File: src/rtl/frame_sum_sequencer_if.sv
// Pixel stream, line result and frame handshake bundle for frame_sum_sequencer.
// master: pixel source / frame consumer side. slave: the sequencer itself.
interface frame_sum_sequencer_if #(
    parameter int unsigned LINE_SIZE    = 8,
    parameter int unsigned NUM_OF_LINES = 4,
    parameter int unsigned PIXEL_SIZE   = 8
);
    localparam int unsigned LW = $clog2(LINE_SIZE) + 2 * PIXEL_SIZE;
    localparam int unsigned FW = $clog2(NUM_OF_LINES) + LW;
    localparam int unsigned IW = $clog2(NUM_OF_LINES);

    logic                  in_valid;
    logic                  in_ready;
    logic [PIXEL_SIZE-1:0] pix_a;
    logic [PIXEL_SIZE-1:0] pix_b;
    logic [LW-1:0]         line_sum;
    logic                  line_sum_valid;
    logic [IW-1:0]         line_idx;
    logic [FW-1:0]         frame_sum;
    logic                  frame_valid;
    logic                  frame_ready;

    modport master (
        output in_valid, pix_a, pix_b, frame_ready,
        input  in_ready, line_sum, line_sum_valid, line_idx, frame_sum, frame_valid
    );

    modport slave (
        input  in_valid, pix_a, pix_b, frame_ready,
        output in_ready, line_sum, line_sum_valid, line_idx, frame_sum, frame_valid
    );
endinterface

File: src/rtl/frame_sum_sequencer.sv
// Frame sum sequencer: accepts LINE_SIZE x NUM_OF_LINES pixel pairs, strobes out each
// line's sum of products and offers the frame total over a valid/ready handshake.
module frame_sum_sequencer #(
    parameter int unsigned LINE_SIZE    = 8,
    parameter int unsigned NUM_OF_LINES = 4,
    parameter int unsigned PIXEL_SIZE   = 8
) (
    input  logic                  CLK,
    input  logic                  reset,
    input  logic                  start,
    input  logic                  abort,
    output logic                  busy,
    frame_sum_sequencer_if.slave  bus_io
);
    localparam int unsigned PW = 2 * PIXEL_SIZE;
    localparam int unsigned CW = $clog2(LINE_SIZE);
    localparam int unsigned IW = $clog2(NUM_OF_LINES);
    localparam int unsigned LW = CW + PW;
    localparam int unsigned FW = IW + LW;

    typedef enum logic [1:0] {StIdle, StRun, StOut} state_e;

    state_e          state_q;
    logic [CW-1:0]   pix_cnt_q;
    logic [IW-1:0]   line_cnt_q;
    logic [LW-1:0]   line_acc_q;
    logic [FW-1:0]   frame_acc_q;
    logic [LW-1:0]   line_sum_q;
    logic [IW-1:0]   line_idx_q;
    logic [FW-1:0]   frame_sum_q;
    logic            in_ready_q;
    logic            line_sum_valid_q;
    logic            frame_valid_q;
    logic            busy_q;

    logic            accept;
    logic            last_pix;
    logic            last_line;
    logic [PW-1:0]   prod;
    logic [LW-1:0]   line_total;
    logic [FW-1:0]   frame_total;

    // Product and running totals; the first pixel/line of each group starts from zero,
    // so no residue can survive an abort.
    always_comb begin
        accept      = bus_io.in_valid && in_ready_q;
        last_pix    = (pix_cnt_q == CW'(LINE_SIZE - 1));
        last_line   = (line_cnt_q == IW'(NUM_OF_LINES - 1));
        prod        = PW'(bus_io.pix_a) * PW'(bus_io.pix_b);
        line_total  = ((pix_cnt_q == '0) ? '0 : line_acc_q) + LW'(prod);
        frame_total = ((line_cnt_q == '0) ? '0 : frame_acc_q) + FW'(line_total);
    end

    // Control FSM, counters, accumulators and registered outputs.
    always_ff @(posedge CLK or posedge reset) begin
        if (reset) begin
            state_q          <= StIdle;
            pix_cnt_q        <= '0;
            line_cnt_q       <= '0;
            line_acc_q       <= '0;
            frame_acc_q      <= '0;
            line_sum_q       <= '0;
            line_idx_q       <= '0;
            frame_sum_q      <= '0;
            in_ready_q       <= 1'b0;
            line_sum_valid_q <= 1'b0;
            frame_valid_q    <= 1'b0;
            busy_q           <= 1'b0;
        end else begin
            line_sum_valid_q <= 1'b0;
            if (abort) begin
                // Abort beats any handshake this cycle; results from earlier frames are kept.
                state_q       <= StIdle;
                pix_cnt_q     <= '0;
                line_cnt_q    <= '0;
                in_ready_q    <= 1'b0;
                frame_valid_q <= 1'b0;
                busy_q        <= 1'b0;
            end else begin
                unique case (state_q)
                    StIdle: begin
                        pix_cnt_q  <= '0;
                        line_cnt_q <= '0;
                        if (start) begin
                            state_q    <= StRun;
                            in_ready_q <= 1'b1;
                            busy_q     <= 1'b1;
                        end
                    end
                    StRun: begin
                        if (accept) begin
                            line_acc_q <= line_total;
                            if (last_pix) begin
                                pix_cnt_q        <= '0;
                                line_sum_q       <= line_total;
                                line_idx_q       <= line_cnt_q;
                                line_sum_valid_q <= 1'b1;
                                frame_acc_q      <= frame_total;
                                if (last_line) begin
                                    line_cnt_q    <= '0;
                                    frame_sum_q   <= frame_total;
                                    state_q       <= StOut;
                                    in_ready_q    <= 1'b0;
                                    frame_valid_q <= 1'b1;
                                end else begin
                                    line_cnt_q <= line_cnt_q + IW'(1);
                                end
                            end else begin
                                pix_cnt_q <= pix_cnt_q + CW'(1);
                            end
                        end
                    end
                    StOut: begin
                        if (bus_io.frame_ready) begin
                            state_q       <= StIdle;
                            frame_valid_q <= 1'b0;
                            busy_q        <= 1'b0;
                        end
                    end
                    default: begin
                        state_q       <= StIdle;
                        in_ready_q    <= 1'b0;
                        frame_valid_q <= 1'b0;
                        busy_q        <= 1'b0;
                    end
                endcase
            end
        end
    end

    assign bus_io.in_ready       = in_ready_q;
    assign bus_io.line_sum       = line_sum_q;
    assign bus_io.line_sum_valid = line_sum_valid_q;
    assign bus_io.line_idx       = line_idx_q;
    assign bus_io.frame_sum      = frame_sum_q;
    assign bus_io.frame_valid    = frame_valid_q;
    assign busy                  = busy_q;
endmodule

File: src/flat_wrapper.sv
// flat-port wrapper written by rule: the top's interface ports become plain ports
module frame_sum_sequencer_flat 
#(
    parameter int unsigned LINE_SIZE    = 8,
    parameter int unsigned NUM_OF_LINES = 4,
    parameter int unsigned PIXEL_SIZE   = 8
)
  (CLK, reset, start, abort, busy, bus_io_in_valid, bus_io_pix_a, bus_io_pix_b, bus_io_frame_ready, bus_io_in_ready, bus_io_line_sum, bus_io_line_sum_valid, bus_io_line_idx, bus_io_frame_sum, bus_io_frame_valid);
  frame_sum_sequencer_if #(.LINE_SIZE(LINE_SIZE), .NUM_OF_LINES(NUM_OF_LINES), .PIXEL_SIZE(PIXEL_SIZE)) bus_io_i ();
  input  logic CLK;
  input  logic reset;
  input  logic start;
  input  logic abort;
  output logic busy;
  input wire logic [$bits(bus_io_i.in_valid)-1:0] bus_io_in_valid;
  input wire logic [$bits(bus_io_i.pix_a)-1:0] bus_io_pix_a;
  input wire logic [$bits(bus_io_i.pix_b)-1:0] bus_io_pix_b;
  input wire logic [$bits(bus_io_i.frame_ready)-1:0] bus_io_frame_ready;
  output wire logic [$bits(bus_io_i.in_ready)-1:0] bus_io_in_ready;
  output wire logic [$bits(bus_io_i.line_sum)-1:0] bus_io_line_sum;
  output wire logic [$bits(bus_io_i.line_sum_valid)-1:0] bus_io_line_sum_valid;
  output wire logic [$bits(bus_io_i.line_idx)-1:0] bus_io_line_idx;
  output wire logic [$bits(bus_io_i.frame_sum)-1:0] bus_io_frame_sum;
  output wire logic [$bits(bus_io_i.frame_valid)-1:0] bus_io_frame_valid;
  assign bus_io_i.in_valid = bus_io_in_valid;
  assign bus_io_i.pix_a = bus_io_pix_a;
  assign bus_io_i.pix_b = bus_io_pix_b;
  assign bus_io_i.frame_ready = bus_io_frame_ready;
  assign bus_io_in_ready = bus_io_i.in_ready;
  assign bus_io_line_sum = bus_io_i.line_sum;
  assign bus_io_line_sum_valid = bus_io_i.line_sum_valid;
  assign bus_io_line_idx = bus_io_i.line_idx;
  assign bus_io_frame_sum = bus_io_i.frame_sum;
  assign bus_io_frame_valid = bus_io_i.frame_valid;
  frame_sum_sequencer #(.LINE_SIZE(LINE_SIZE), .NUM_OF_LINES(NUM_OF_LINES), .PIXEL_SIZE(PIXEL_SIZE)) u_core (.CLK(CLK), .reset(reset), .start(start), .abort(abort), .busy(busy), .bus_io(bus_io_i));
endmodule
File: config.mk
export PLATFORM = sky130hd
export DESIGN_NAME = frame_sum_sequencer_flat
export DESIGN_NICKNAME = d
export VERILOG_FILES = /design/src/rtl/frame_sum_sequencer_if.sv /design/src/rtl/frame_sum_sequencer.sv /design/src/flat_wrapper.sv
export SDC_FILE = /design/constraint.sdc
export NUM_CORES = 1
export LEC_CHECK = 0
export CAP_MARGIN = 0
export CORE_UTILIZATION = 51
export CTS_BUF_LIST = sky130_fd_sc_hd__clkbuf_2
export DETAILED_ROUTE_END_ITERATION = 16
export PLACE_DENSITY = 0.8
export SYNTH_ARGS = -nofsm -noshare
export SYNTH_HDL_FRONTEND = slang
export SYNTH_SLANG_ARGS = --single-unit
File: constraint.sdc
create_clock -name CLK -period 8.4 [get_ports CLK]
set_input_delay 2.1 -clock CLK [delete_from_list [all_inputs] [get_ports CLK]]
set_output_delay 2.1 -clock CLK [all_outputs]
set_load 0.1 [all_outputs]
==> results.sh <==
export IMPL_syn_cell_area_mm2=0.00755
export IMPL_cp_max_fo=8
export IMPL_yosys_warnings=0
export IMPL_crit_path_cell_trace="clkdlybuf4s50_1, and2_1, fa_1, fa_1, fa_1, inv_1, fa_1, inv_1, ha_1, a2111oi_0, o21ai_1, o211a_1, a31oi_2, xnor2_1, ha_1, a21oi_1, o21ai_0, nand2b_1, o311ai_1, o22a_1, xor2_1, o21ai_1"
export IMPL_cts_inserted_buffers=9
export IMPL_post_layout_nonfiller_instances=1062
export IMPL_avgSynthCellArea_um2=9.29
export IMPL_worst_skew_late_latency_ns=0.57
export IMPL_tritoncts="done"
export IMPL_number_of_antenna_repair_diodes=0
export IMPL_groute_usage_overall_pct=22.8
export IMPL_power_combinational_fraction_pct=53.6
export IMPL_gr_max_usage_layer="met2"
export IMPL_final_max_slew_viol_count=0
export IMPL_grt_first_pass_wirelength_um=27200
export IMPL_sw_frac_of_total_pct=42.9
export IMPL_most_area_consuming_cells_after_synthesis="dfrtp_1 (31%), fa_1 (14%), ha_1 (11%), nand2_1 (7.0%), inv_1 (4.6%)"
export IMPL_globalplace_congestion=0.884
export IMPL_cts_setup_buffers=0
export IMPL_postSynthCellCount=813
export IMPL_switching_component_of_the_power_mw=0.722
export IMPL_port_buffer_count=67
export IMPL_seq_power_share_pct=29.6
export IMPL_cts_root_buf="clkbuf_2"
export IMPL_mappedNetlistNets=951
export IMPL_async_flop_share_pct=100
export IMPL_synth_ff_latch_count=93
export IMPL_synth_flop_cell="dfrtp_1"
export IMPL_critPathMaxStageDelay_ns=0.56
export IMPL_numPlacedInstances=1046
export IMPL_final_layout_size_suffix_gt1_share_pct=7.74
export IMPL_max_clock_freq_ghz=0.130
export IMPL_synth_largest_type_area_fraction_pct=30.8
export IMPL_num_io_pins=68
export IMPL_end_kind="register"
export IMPL_post_cts_hold_buffer_count=0
export IMPL_post_cts_resized=0
export IMPL_worstPathRequired_ns=8.93
export IMPL_worst_hold_path_type="register to register"
export IMPL_global_route_overflow_total=0
export IMPL_leakagePower_nw=4.30
export IMPL_intPower_mw=0.961
export IMPL_largest_net_degree_at_the_start_of_global_routing=86
export IMPL_floorplan_rows=44
export IMPL_path_common_cell="fa_1"
export IMPL_gr_util_met1_pct=29.9
export IMPL_power_density_cell_area_mw_per_mm2=197
export IMPL_outcome="finished clean"
export IMPL_synth_edff_count=0
export IMPL_relSlewSlack_pct=27.5
export IMPL_peakVddDrop_mv=0.123
export IMPL_clock_path_buffers=2
export IMPL_synth_top_cell_by_area="dfrtp_1"
export IMPL_floorplan_die_width_um=124
export IMPL_cap_violations=0
export IMPL_grt_met3_usage_pct=3.71
export IMPL_finalSetupViolations=0
export IMPL_die_area_mm2=0.0153
export IMPL_postRouteAntennaNets=0
export IMPL_tightestPinTransition_ns=1.09
export IMPL_groute_layer_met2_usage_pct=38.7
export IMPL_timing_worst_setup_path_type="input port to register"
export IMPL_nets=1011
export IMPL_setup_total_negative_slack_ns=0
export IMPL_core_area_mm2=0.0145
export IMPL_routed_wl_um=15900
export IMPL_n_fill_cell=1253
export IMPL_timing_final_crit_share_pct=91.9
export IMPL_route_detailed_drc=0
export IMPL_first_global_vias=5685
export IMPL_area_delta_synth_final_pct=13.3
export IMPL_die_h_um=124
export IMPL_unrepaired_setup_endpoints_after_global_routing="no"
export IMPL_initial_cell_density_of_the_core_pct=52.2
export IMPL_clock_skew_ns=0.0177
export IMPL_clock_power_share_pct=16.8
export IMPL_post_drt_wl_per_cell_um=15.0
export IMPL_fin_crit_ns=7.72
export IMPL_dp_hpwl_um=12300
export IMPL_slowest_stage="clkdlybuf4s50_1"
export IMPL_drt_iter0_drc=272
export IMPL_cp_start_kind="input port"
export IMPL_cp_data_arrival_time_ns=8.25
export IMPL_cts_sink_count=93
export IMPL_netlist_cell_type_count=65
export IMPL_clock_tree_htree_level_count=3
export IMPL_synth_seq_area_share_pct=30.8
export IMPL_firstDrtPassIters=5
export IMPL_timing_final_hold_violations=0
export IMPL_worst_setup_hold_path_clk_slew_ns=0.25
export IMPL_vias_per_cell=5.38
export IMPL_antenna_found_initial=0
export IMPL_routed_via_count=5714
final timing paths:
path	endpoint	from	depth (start not counted)	slack, ns
worst min-delay path	u_core.line_acc_q[2]$_DFFE_PP0P_	u_core.line_acc_q[2]$_DFFE_PP0P_	2	0.50
worst max-delay path	u_core.bus_io.frame_sum[19]$_DFFE_PP0P_	bus_io_pix_a[4]	22	0.68
worst min register to register	u_core.line_acc_q[2]$_DFFE_PP0P_	u_core.line_acc_q[2]$_DFFE_PP0P_	2	0.50
min in group asynchronous	u_core.line_acc_q[15]$_DFFE_PP0P_	reset	2	1.72
max in group asynchronous	u_core.frame_acc_q[5]$_DFFE_PP0P_	reset	3	5.42
worst max register to register	u_core.frame_acc_q[20]$_DFFE_PP0P_	u_core.pix_cnt_q[0]$_DFFE_PP0P_	28	1.72
placed cells by master, fill, tap and decap left out, types with 8 or more instances in the layout:
| cell | Yosys | final |
|---|---|---|
| a21o_1 | 9 | 9 |
| a21oi_1 | 34 | 34 |
| and2_1 | 55 | 55 |
| buf_4 | 2 | 8 |
| clkbuf_2 | 0 | 9 |
| clkdlybuf4s50_1 | 0 | 67 |
| dfrtp_1 | 93 | 93 |
| fa_1 | 51 | 51 |
| ha_1 | 65 | 65 |
| inv_1 | 93 | 92 |
| mux2_2 | 28 | 28 |
| nand2_1 | 140 | 140 |
| nand3_1 | 11 | 11 |
| nor2_1 | 26 | 26 |
| nor2b_1 | 23 | 23 |
| o21ai_0 | 24 | 24 |
| o21ai_1 | 13 | 13 |
| xnor2_1 | 18 | 18 |
| xor2_1 | 10 | 10 |
cell families (layout without fill, tap and decap cells):
kind of cell	Yosys count	count (layout)	share of synthesized area [%]
AND/OR/NAND/NOR	289	289	18.5
AO/OA/AOI/OAI	132	132	11.6
buffers and inverters	120	185	6.25
adder cells (fa/ha/maj)	116	116	24.3
flip-flops	93	93	30.8
multiplexers	34	34	5.04
XOR/XNOR	29	29	3.46
routing by layer:
layer	routed length, µm	part of all wire, %
met1	7260	45
met2	7770	49
met3	603	3.8
met4	324	2.0
met5	0	0
layout make-up:
| cell class | count | area, µm² | area share, % |
|---|---|---|---|
| clock buffer | 9 | 45.0 | 0.526 |
| timing repair buffer | 75 | 731 | 8.54 |
| inverter | 94 | 357 | 4.17 |
| clock inverter | 7 | 114 | 1.33 |
| sequential | 93 | 2330 | 27.2 |
| multi-input combinational | 600 | 4750 | 55.5 |
| tap | 184 | 230 | 2.69 |
per-stage QoR:
stage | total power [mW] | instance area (µm²) | util [%] | hold slack, ns | setup WS [ns]
after floorplan | 1.15 | 7550 | - | 0.437 | 1.13
after global placement | 1.39 | 8400 | 58.0 | 0.449 | 0.215
after detailed placement | 1.40 | 8400 | 58.0 | 0.454 | 0.0923
after CTS | 1.69 | 8560 | 59.1 | 0.507 | 0.740
after global routing | 1.82 | 8560 | 59.1 | 0.535 | 0.366
final | 1.68 | 8560 | 59.1 | 0.504 | 0.680
worst max-delay path: cells and delay by family:
kind / cells / cell delay (ns)
compound gates: 9 / 1.88
fa+ha+maj: 6 / 2.86
simple gates: 2 / 0.36
buf+inv: 3 / 0.65
xor+xnor: 2 / 0.39
sequential cells by signal (all words and copies together) (netlist names):
register,flops
u_core.line_cnt_q,2
u_core.pix_cnt_q,3
u_core.bus_io.frame_sum,21
u_core.state_q,2
u_core.bus_io.line_sum,19
u_core.bus_io.frame_valid,1
u_core.busy,1
u_core.bus_io.line_sum_valid,1
u_core.line_acc_q,19
u_core.bus_io.line_idx,2
u_core.bus_io.in_ready,1
u_core.frame_acc_q,21
cell usage after synthesis (all sizes together) (3+ instances only):
| cell type | n |
|---|---|
| a21o | 9 |
| nor2 | 26 |
| a211oi | 5 |
| a22oi | 3 |
| nand3 | 11 |
| nand2b | 5 |
| buf | 12 |
| dfrtp | 93 |
| a21oi | 36 |
| clkbuf | 14 |
| nand4 | 4 |
| o211ai | 3 |
| nand2 | 142 |
| a31oi | 7 |
| o31ai | 3 |
| nor3 | 4 |
| fa | 51 |
| nor2b | 23 |
| ha | 65 |
| o21ai | 37 |
| o21bai | 7 |
| xnor2 | 19 |
| o21a | 5 |
| mux2 | 32 |
| or3 | 4 |
| xor2 | 10 |
| and3 | 4 |
| inv | 93 |
| and2 | 56 |
power groups by stage:
stage	clock, mW	combinational [mW]	sequential, mW
global placement	0	0.883	0.505
global route	0.304	1.02	0.502
finish	0.282	0.903	0.499
CTS	0.289	0.900	0.498
detailed placement	0	0.895	0.506
floorplan	0	0.645	0.506
Power figures use the tool's default switching activity.
